$ cat config.mk
export PLATFORM = sky130hd
export DESIGN_NAME = trng_harvest_ctrl_flat
export DESIGN_NICKNAME = d
export VERILOG_FILES = /design/src/rtl/trng_harvest_ctrl_if.sv /design/src/rtl/trng_harvest_ctrl.sv /design/src/flat_wrapper.sv
export SDC_FILE = /design/constraint.sdc
export NUM_CORES = 1
export LEC_CHECK = 0
export CORE_MARGIN = 8
export CORE_UTILIZATION = 60
export CTS_CLUSTER_DIAMETER = 30
export CTS_CLUSTER_SIZE = 28
export DETAILED_ROUTE_END_ITERATION = 7
export PLACE_DENSITY = 0.77
export REMOVE_ABC_BUFFERS = 1
export SKIP_LAST_GASP = 1
export SYNTH_ARGS = -nofsm -noshare
export SYNTH_HDL_FRONTEND = slang
export SYNTH_SLANG_ARGS = --single-unit
export TNS_END_PERCENT = 20
$ cat constraint.sdc
create_clock -name clk -period 4.3 [get_ports clk]
set_input_delay 1.075 -clock clk [delete_from_list [all_inputs] [get_ports clk]]
set_output_delay 1.075 -clock clk [all_outputs]
set_load 0.005 [all_outputs]
$ cat src/rtl/trng_harvest_ctrl_if.sv
// Peripheral register bus between the TinyQV core and the TRNG harvest controller.
interface trng_harvest_ctrl_if;
   logic [3:0] address;
   logic       data_write;
   logic [7:0] data_in;
   logic       data_read;
   logic [7:0] data_out;
   logic       data_ready;

   modport master (output address, data_write, data_in, data_read,
                   input  data_out, data_ready);
   modport slave  (input  address, data_write, data_in, data_read,
                   output data_out, data_ready);
endinterface

$ cat src/rtl/trng_harvest_ctrl.sv
// Ring-oscillator TRNG controller: RO gating, warm-up, sampling with optional
// von Neumann debiasing, repetition-count health test and a byte FIFO read-out.
module trng_harvest_ctrl #(
   parameter int unsigned FIFO_DEPTH    = 4,
   parameter int unsigned WARMUP_CYCLES = 256,
   parameter int unsigned RCT_LIMIT     = 32
) (
   input  logic                  clk,
   input  logic                  rst,
   input  logic                  raw_bit,
   output logic                  ro_en,
   trng_harvest_ctrl_if.slave    bus
);
   localparam int unsigned PW = (FIFO_DEPTH > 1) ? $clog2(FIFO_DEPTH) : 1;
   localparam int unsigned CW = PW + 1;
   localparam int unsigned WW = $clog2(WARMUP_CYCLES + 1);
   localparam int unsigned RW = $clog2(RCT_LIMIT + 1);

   typedef enum logic [1:0] {
      S_IDLE   = 2'd0,
      S_WARMUP = 2'd1,
      S_RUN    = 2'd2,
      S_FAULT  = 2'd3
   } state_t;

   state_t        state;
   logic          enable, debias, overflow, health_fail;
   logic [7:0]    div_reg, div_cnt;
   logic [WW-1:0] warm_cnt;
   logic [RW-1:0] run_len;
   logic          prev_bit, pair_have, pair_a;
   logic [6:0]    sreg;
   logic [2:0]    bit_cnt;
   logic [7:0]    mem [FIFO_DEPTH];
   logic [PW-1:0] rd_ptr, wr_ptr;
   logic [CW-1:0] count;

   logic          ctrl_wr, div_wr, clr, en_nxt, tick, rct_fail, sample;
   logic          acc, acc_bit, push, push_ok, pop, empty, full;
   logic [RW-1:0] run_nxt;
   logic [7:0]    push_byte, rdata;

   // Sampling, debias and FIFO handshake decisions for this edge
   always_comb begin
      ctrl_wr   = bus.data_write && (bus.address == 4'h0);
      div_wr    = bus.data_write && (bus.address == 4'h1);
      clr       = ctrl_wr && bus.data_in[2];
      en_nxt    = ctrl_wr ? bus.data_in[0] : enable;
      tick      = (state == S_RUN) && (div_cnt == 8'd0) && en_nxt && !clr;
      run_nxt   = ((run_len != '0) && (raw_bit == prev_bit)) ? run_len + RW'(1) : RW'(1);
      rct_fail  = tick && (run_nxt == RW'(RCT_LIMIT));
      sample    = tick && !rct_fail;
      acc       = 1'b0;
      acc_bit   = raw_bit;
      if (sample) begin
         if (!debias) begin
            acc = 1'b1;
         end else if (pair_have && (pair_a != raw_bit)) begin
            acc     = 1'b1;
            acc_bit = pair_a;
         end
      end
      push      = acc && (bit_cnt == 3'd7);
      push_byte = {sreg, acc_bit};
      empty     = (count == '0);
      full      = (count == CW'(FIFO_DEPTH));
      pop       = bus.data_read && (bus.address == 4'h3) && !empty;
      push_ok   = push && (!full || pop);
   end

   always_comb begin
      rdata = 8'h00;
      case (bus.address)
         4'h0:    rdata = {6'b0, debias, enable};
         4'h1:    rdata = div_reg;
         4'h2:    rdata = {2'b00, state, overflow, health_fail, full, !empty};
         4'h3:    rdata = empty ? 8'h00 : mem[rd_ptr];
         4'h4:    rdata = 8'(count);
         default: rdata = 8'h00;
      endcase
   end

   assign bus.data_out   = rdata;
   assign bus.data_ready = !empty;

   always_ff @(posedge clk or posedge rst) begin
      if (rst) begin
         state       <= S_IDLE;
         ro_en       <= 1'b0;
         enable      <= 1'b0;
         debias      <= 1'b0;
         overflow    <= 1'b0;
         health_fail <= 1'b0;
         div_reg     <= 8'h00;
         div_cnt     <= 8'h00;
         warm_cnt    <= '0;
         run_len     <= '0;
         prev_bit    <= 1'b0;
         pair_have   <= 1'b0;
         pair_a      <= 1'b0;
         sreg        <= '0;
         bit_cnt     <= '0;
         rd_ptr      <= '0;
         wr_ptr      <= '0;
         count       <= '0;
         for (int i = 0; i < int'(FIFO_DEPTH); i++) mem[i] <= 8'h00;
      end else begin
         if (ctrl_wr) begin
            enable <= bus.data_in[0];
            debias <= bus.data_in[1];
         end
         if (div_wr) div_reg <= bus.data_in;

         if (clr) begin
            state       <= S_IDLE;
            ro_en       <= 1'b0;
            health_fail <= 1'b0;
            overflow    <= 1'b0;
            rd_ptr      <= '0;
            wr_ptr      <= '0;
            count       <= '0;
            bit_cnt     <= '0;
            sreg        <= '0;
            pair_have   <= 1'b0;
         end else begin
            case (state)
               S_IDLE: begin
                  if (en_nxt) begin
                     state    <= S_WARMUP;
                     ro_en    <= 1'b1;
                     warm_cnt <= '0;
                  end
               end
               S_WARMUP, S_RUN: begin
                  if (!en_nxt) begin
                     // Partial byte is dropped; queued bytes stay readable
                     state     <= S_IDLE;
                     ro_en     <= 1'b0;
                     bit_cnt   <= '0;
                     sreg      <= '0;
                     pair_have <= 1'b0;
                  end else if (state == S_WARMUP) begin
                     if (warm_cnt == WW'(WARMUP_CYCLES - 1)) begin
                        state     <= S_RUN;
                        div_cnt   <= 8'h00;
                        run_len   <= '0;
                        pair_have <= 1'b0;
                        bit_cnt   <= '0;
                        sreg      <= '0;
                     end else begin
                        warm_cnt <= warm_cnt + WW'(1);
                     end
                  end else if (rct_fail) begin
                     state       <= S_FAULT;
                     ro_en       <= 1'b0;
                     health_fail <= 1'b1;
                  end else if (tick) begin
                     div_cnt  <= div_reg;
                     prev_bit <= raw_bit;
                     run_len  <= run_nxt;
                  end else begin
                     div_cnt <= div_cnt - 8'd1;
                  end
               end
               default: ;
            endcase

            if (sample && debias) begin
               pair_have <= !pair_have;
               pair_a    <= raw_bit;
            end
            if (acc) begin
               sreg    <= push_byte[6:0];
               bit_cnt <= bit_cnt + 3'd1;
            end

            // Byte FIFO; a pop frees the slot a same-cycle push needs
            if (push_ok) begin
               mem[wr_ptr] <= push_byte;
               wr_ptr      <= wr_ptr + PW'(1);
            end
            if (push && !push_ok) overflow <= 1'b1;
            if (pop) rd_ptr <= rd_ptr + PW'(1);
            count <= count + CW'(push_ok) - CW'(pop);
         end
      end
   end
endmodule

$ cat src/flat_wrapper.sv
// flat-port wrapper written by rule: the top's interface ports become plain ports
module trng_harvest_ctrl_flat 
#(
   parameter int unsigned FIFO_DEPTH    = 4,
   parameter int unsigned WARMUP_CYCLES = 256,
   parameter int unsigned RCT_LIMIT     = 32
)
  (clk, rst, raw_bit, ro_en, bus_address, bus_data_write, bus_data_in, bus_data_read, bus_data_out, bus_data_ready);
  trng_harvest_ctrl_if bus_i ();
  input  logic clk;
  input  logic rst;
  input  logic raw_bit;
  output logic ro_en;
  input wire logic [$bits(bus_i.address)-1:0] bus_address;
  input wire logic [$bits(bus_i.data_write)-1:0] bus_data_write;
  input wire logic [$bits(bus_i.data_in)-1:0] bus_data_in;
  input wire logic [$bits(bus_i.data_read)-1:0] bus_data_read;
  output wire logic [$bits(bus_i.data_out)-1:0] bus_data_out;
  output wire logic [$bits(bus_i.data_ready)-1:0] bus_data_ready;
  assign bus_i.address = bus_address;
  assign bus_i.data_write = bus_data_write;
  assign bus_i.data_in = bus_data_in;
  assign bus_i.data_read = bus_data_read;
  assign bus_data_out = bus_i.data_out;
  assign bus_data_ready = bus_i.data_ready;
  trng_harvest_ctrl #(.FIFO_DEPTH(FIFO_DEPTH), .WARMUP_CYCLES(WARMUP_CYCLES), .RCT_LIMIT(RCT_LIMIT)) u_core (.clk(clk), .rst(rst), .raw_bit(raw_bit), .ro_en(ro_en), .bus(bus_i));
endmodule
==> results of run 1 <==
[worst paths after layout]
path                                                    start                           end  slack (ps)  depth (start not counted)
worst max-delay path                           bus_address[2]               bus_data_out[5]         160                          7
worst min-delay path               u_core.mem[15]$_DFFE_PP0P_    u_core.mem[15]$_DFFE_PP0P_         490                          1
worst max register to register  u_core.run_len[0]$_DFFE_PP0P_    u_core.mem[24]$_DFFE_PP0P_        1450                          7
worst min register to register     u_core.mem[15]$_DFFE_PP0P_    u_core.mem[15]$_DFFE_PP0P_         490                          1
max in group asynchronous                                 rst     u_core.mem[2]$_DFFE_PP0P_        2480                          3
min in group asynchronous                                 rst  u_core.pair_have$_DFFE_PP0P_        1120                          2
[where the power goes]
group / switching [W] / leakage, nW / total [W] / internal, W
combinational: 0.000503 / 1.41 / 0.000856 / 0.000353
sequential: 0.000152 / 1.21 / 0.00110 / 0.000950
clock: 0.000302 / 0.0945 / 0.000573 / 0.000271
total: 0.000957 / 2.72 / 0.00253 / 0.00157
[placed cells by master, fill, tap and decap left out, drive strengths merged, types with 4 or more instances in the layout]
| master | instances |
|---|---|
| dfrtp | 90 |
| nand2 | 50 |
| mux2 | 44 |
| nand3 | 38 |
| o21ai | 37 |
| clkdlybuf4s50 | 26 |
| inv | 25 |
| nor2 | 24 |
| buf | 23 |
| ha | 19 |
| a21oi | 13 |
| nor3 | 12 |
| clkbuf | 12 |
| mux4 | 8 |
| mux2i | 7 |
| nand3b | 6 |
| and3 | 6 |
| o31ai | 6 |
| nor4 | 6 |
| a211oi | 5 |
| o211ai | 5 |
| xnor2 | 4 |
| and2 | 4 |
| clkinv | 4 |
[cells by family after synthesis]
family          share of synthesized area
flops                               0.446
simple gates                        0.165
buf+inv                            0.0354
fa+ha+maj                          0.0511
compound gates                      0.140
mux                                 0.151
xor+xnor                           0.0121
[layout make-up]
| cell class | count | area share |
|---|---|---|
| Timing Repair Buffer | 49 | 0.0777 |
| Tap cell | 105 | 0.0229 |
| Clock buffer | 12 | 0.0236 |
| Clock inverter | 4 | 0.00917 |
| Multi-Input combinational cell | 349 | 0.457 |
| Sequential cell | 90 | 0.393 |
| Inverter | 26 | 0.0172 |
[metrics by stage]
step / std cells / hold slack (ps) / area (sq um) / power [W]
finish: 635 / 493 / 5730 / 0.00253
CTS: 635 / 499 / 5730 / 0.00253
global placement: 619 / 468 / 5550 / 0.00193
detailed placement: 619 / 479 / 5550 / 0.00196
global route: 635 / 516 / 5730 / 0.00269
floorplan: 465 / 458 / 4970 / 0.00166
[cell usage after synthesis (2+ instances only)]
master / n
a21boi_0: 2
mux2i_1: 7
xor2_1: 3
nand4_1: 3
clkbuf_1: 12
mux2_2: 37
xnor2_1: 4
o21ai_0: 37
a211oi_1: 5
nand3b_1: 6
mux2_1: 3
buf_2: 2
a222oi_1: 3
and3_1: 6
a221o_1: 2
o311ai_0: 2
nor3_1: 11
nand3_1: 38
nand2_1: 46
a21oi_1: 13
a21o_1: 3
o21a_1: 2
a22oi_1: 2
nor2_1: 24
a31oi_1: 3
o31ai_1: 6
mux4_2: 8
nand2_4: 4
inv_1: 26
o211ai_1: 4
a2111oi_0: 2
a22o_1: 2
buf_1: 4
nand2b_1: 3
mux2_4: 4
ha_1: 19
and2_1: 4
nor4_1: 5
dfrtp_1: 90
[layer usage]
| metal | GRT usage | vias up | share of wire |
|---|---|---|---|
| li1 | - | 1859 | - |
| met1 | 0.266 | 1971 | 0.42 |
| met2 | 0.343 | 152 | 0.49 |
| met3 | 0.0401 | 36 | 0.051 |
| met4 | 0.134 | 0 | 0.037 |
| met5 | 0 | - | 0 |
==> impl_metrics.yaml, run 1 <==
drt:
  dr.pass1.iters: 5
  drtIter0Drc: 244
  drc_errors: 0
  drt-total-wl_um: 11900
  via_count: 4018
  final_antenna_net_count: 0
  wire_per_inst_um: 18.8
  vias_per_cell: 6.33
layout:
  multi_input_area_sq_um: 2620
  fin_util: 0.701
  drive_gt1_frac: 0.185
  fillCellCount: 595
  regMostFlops: "u_core.mem"
  diodes: 0
  fin_nets: 562
  largest_reg_flops: 32
  top_regs: "u_core.mem: 32 flops, u_core.warm_cnt: 9 flops"
  seqCellArea_sq_um: 2250
  area_delta_synth_final_pct: 13.6
outcome:
  outcome: "complete, no violations"
yosys:
  synthFlopType: "dfrtp_1"
  avgSynthCellArea_sq_um: 10.4
  synth_top_area_cell: "dfrtp_1"
  syn_inst: 484
  yosysTopAreaCellShare: 0.446
  seq_area_frac_synth: 0.446
  syn-cell-area_sq_um: 5050
  synth-edff-count: 0
  synth-seq-cells: 90
  netlist_top_cells_area: "dfrtp_1 45%, mux2_2 8.3%, ha_1 4.7%, nand3_1 3.8%, o21ai_0 3.7%"
  ys_types: 66
  ys_warn_count: 0
  async_flop_share: 1.00
global_route:
  overflow: 0
  track_usage: 0.216
  grt_pass1_vias: 3980
  grt_max_degree: 51
  grt_antenna_before_repair: 0
  grt_pass1_wl_um: 19700
sta:
  fin_crit_ps: 4140
  max_slew_margin: 0.517
  post-route-period-util: 0.964
  setup-tns-final_ps: 0
  setup_ws_ps: 156
  slew_violations: 0
  hold_viol: 0
  rsz0062_at_grt: "no"
  fin_skew_ps: 10.7
  setup_viol: 0
  max_freq_ghz: 0.241
  worst_slew_pin_slew_ps: 724
floorplanning:
  rows: 33
  coreArea_sq_um: 8180
  ios: 27
  start_util: 0.618
  die-width_um: 108
  die_area_sq_um: 11600
  fp.dieH_um: 108
critical_path:
  crit_slowest_cell: "clkdlybuf4s50_1"
  path_delay_family: "buffers and inverters"
  max_stage_delay_ps: 570
  required_ps: 3220
  critPathBufInv: 5
  cp_cell_sequence: "clkdlybuf4s50_1, buf_4, nor4_1, buf_4, a222oi_1, inv_1, clkdlybuf4s50_1"
  critPathKind: "in -> out"
  cp_max_fo: 9
  cp.arrival_ps: 3070
  cp-end-kind: "output pin"
  crit_path_start_kind: "input pin"
cts:
  htree_levels: 3
  ctsResizeCount: 0
  hold_buffers: 0
  cts_buffers: 9
  clk_pin_slew_ps: 80
  cts_root_buf: "clkbuf_8"
  cts_sinks: 90
  postCtsSetupBuffers: 0
  max-clock-path-buffers: 2
  clk_latency_ps: 360
  cts_tree: "yes"
flow_run:
  maxCapViolCount: 0
place:
  dp.final_hpwl_um: 8610
  port_buffers: 26
  gp_congestion: 0.966
  dp_slack_ps: 160
pwr:
  p_leak_nw: 2.72
  peakVddDrop_uv: 361
  p_per_area_nw_per_um2: 441
min_path:
  hp-class: "reg -> reg"
Power figures use the tool's default switching activity.
==> run 2, diff against run 1 <==
Settings changed: HOLD_SLACK_MARGIN set to 0.03.
==> results of run 2 <==
Final layout, timing and power as in run 1 (identical DEF).
==> run 3, diff against run 2 <==
Settings changed: SLEW_MARGIN set to 20.
==> results of run 3 <==
Final layout, timing and power as in run 1 (identical DEF).
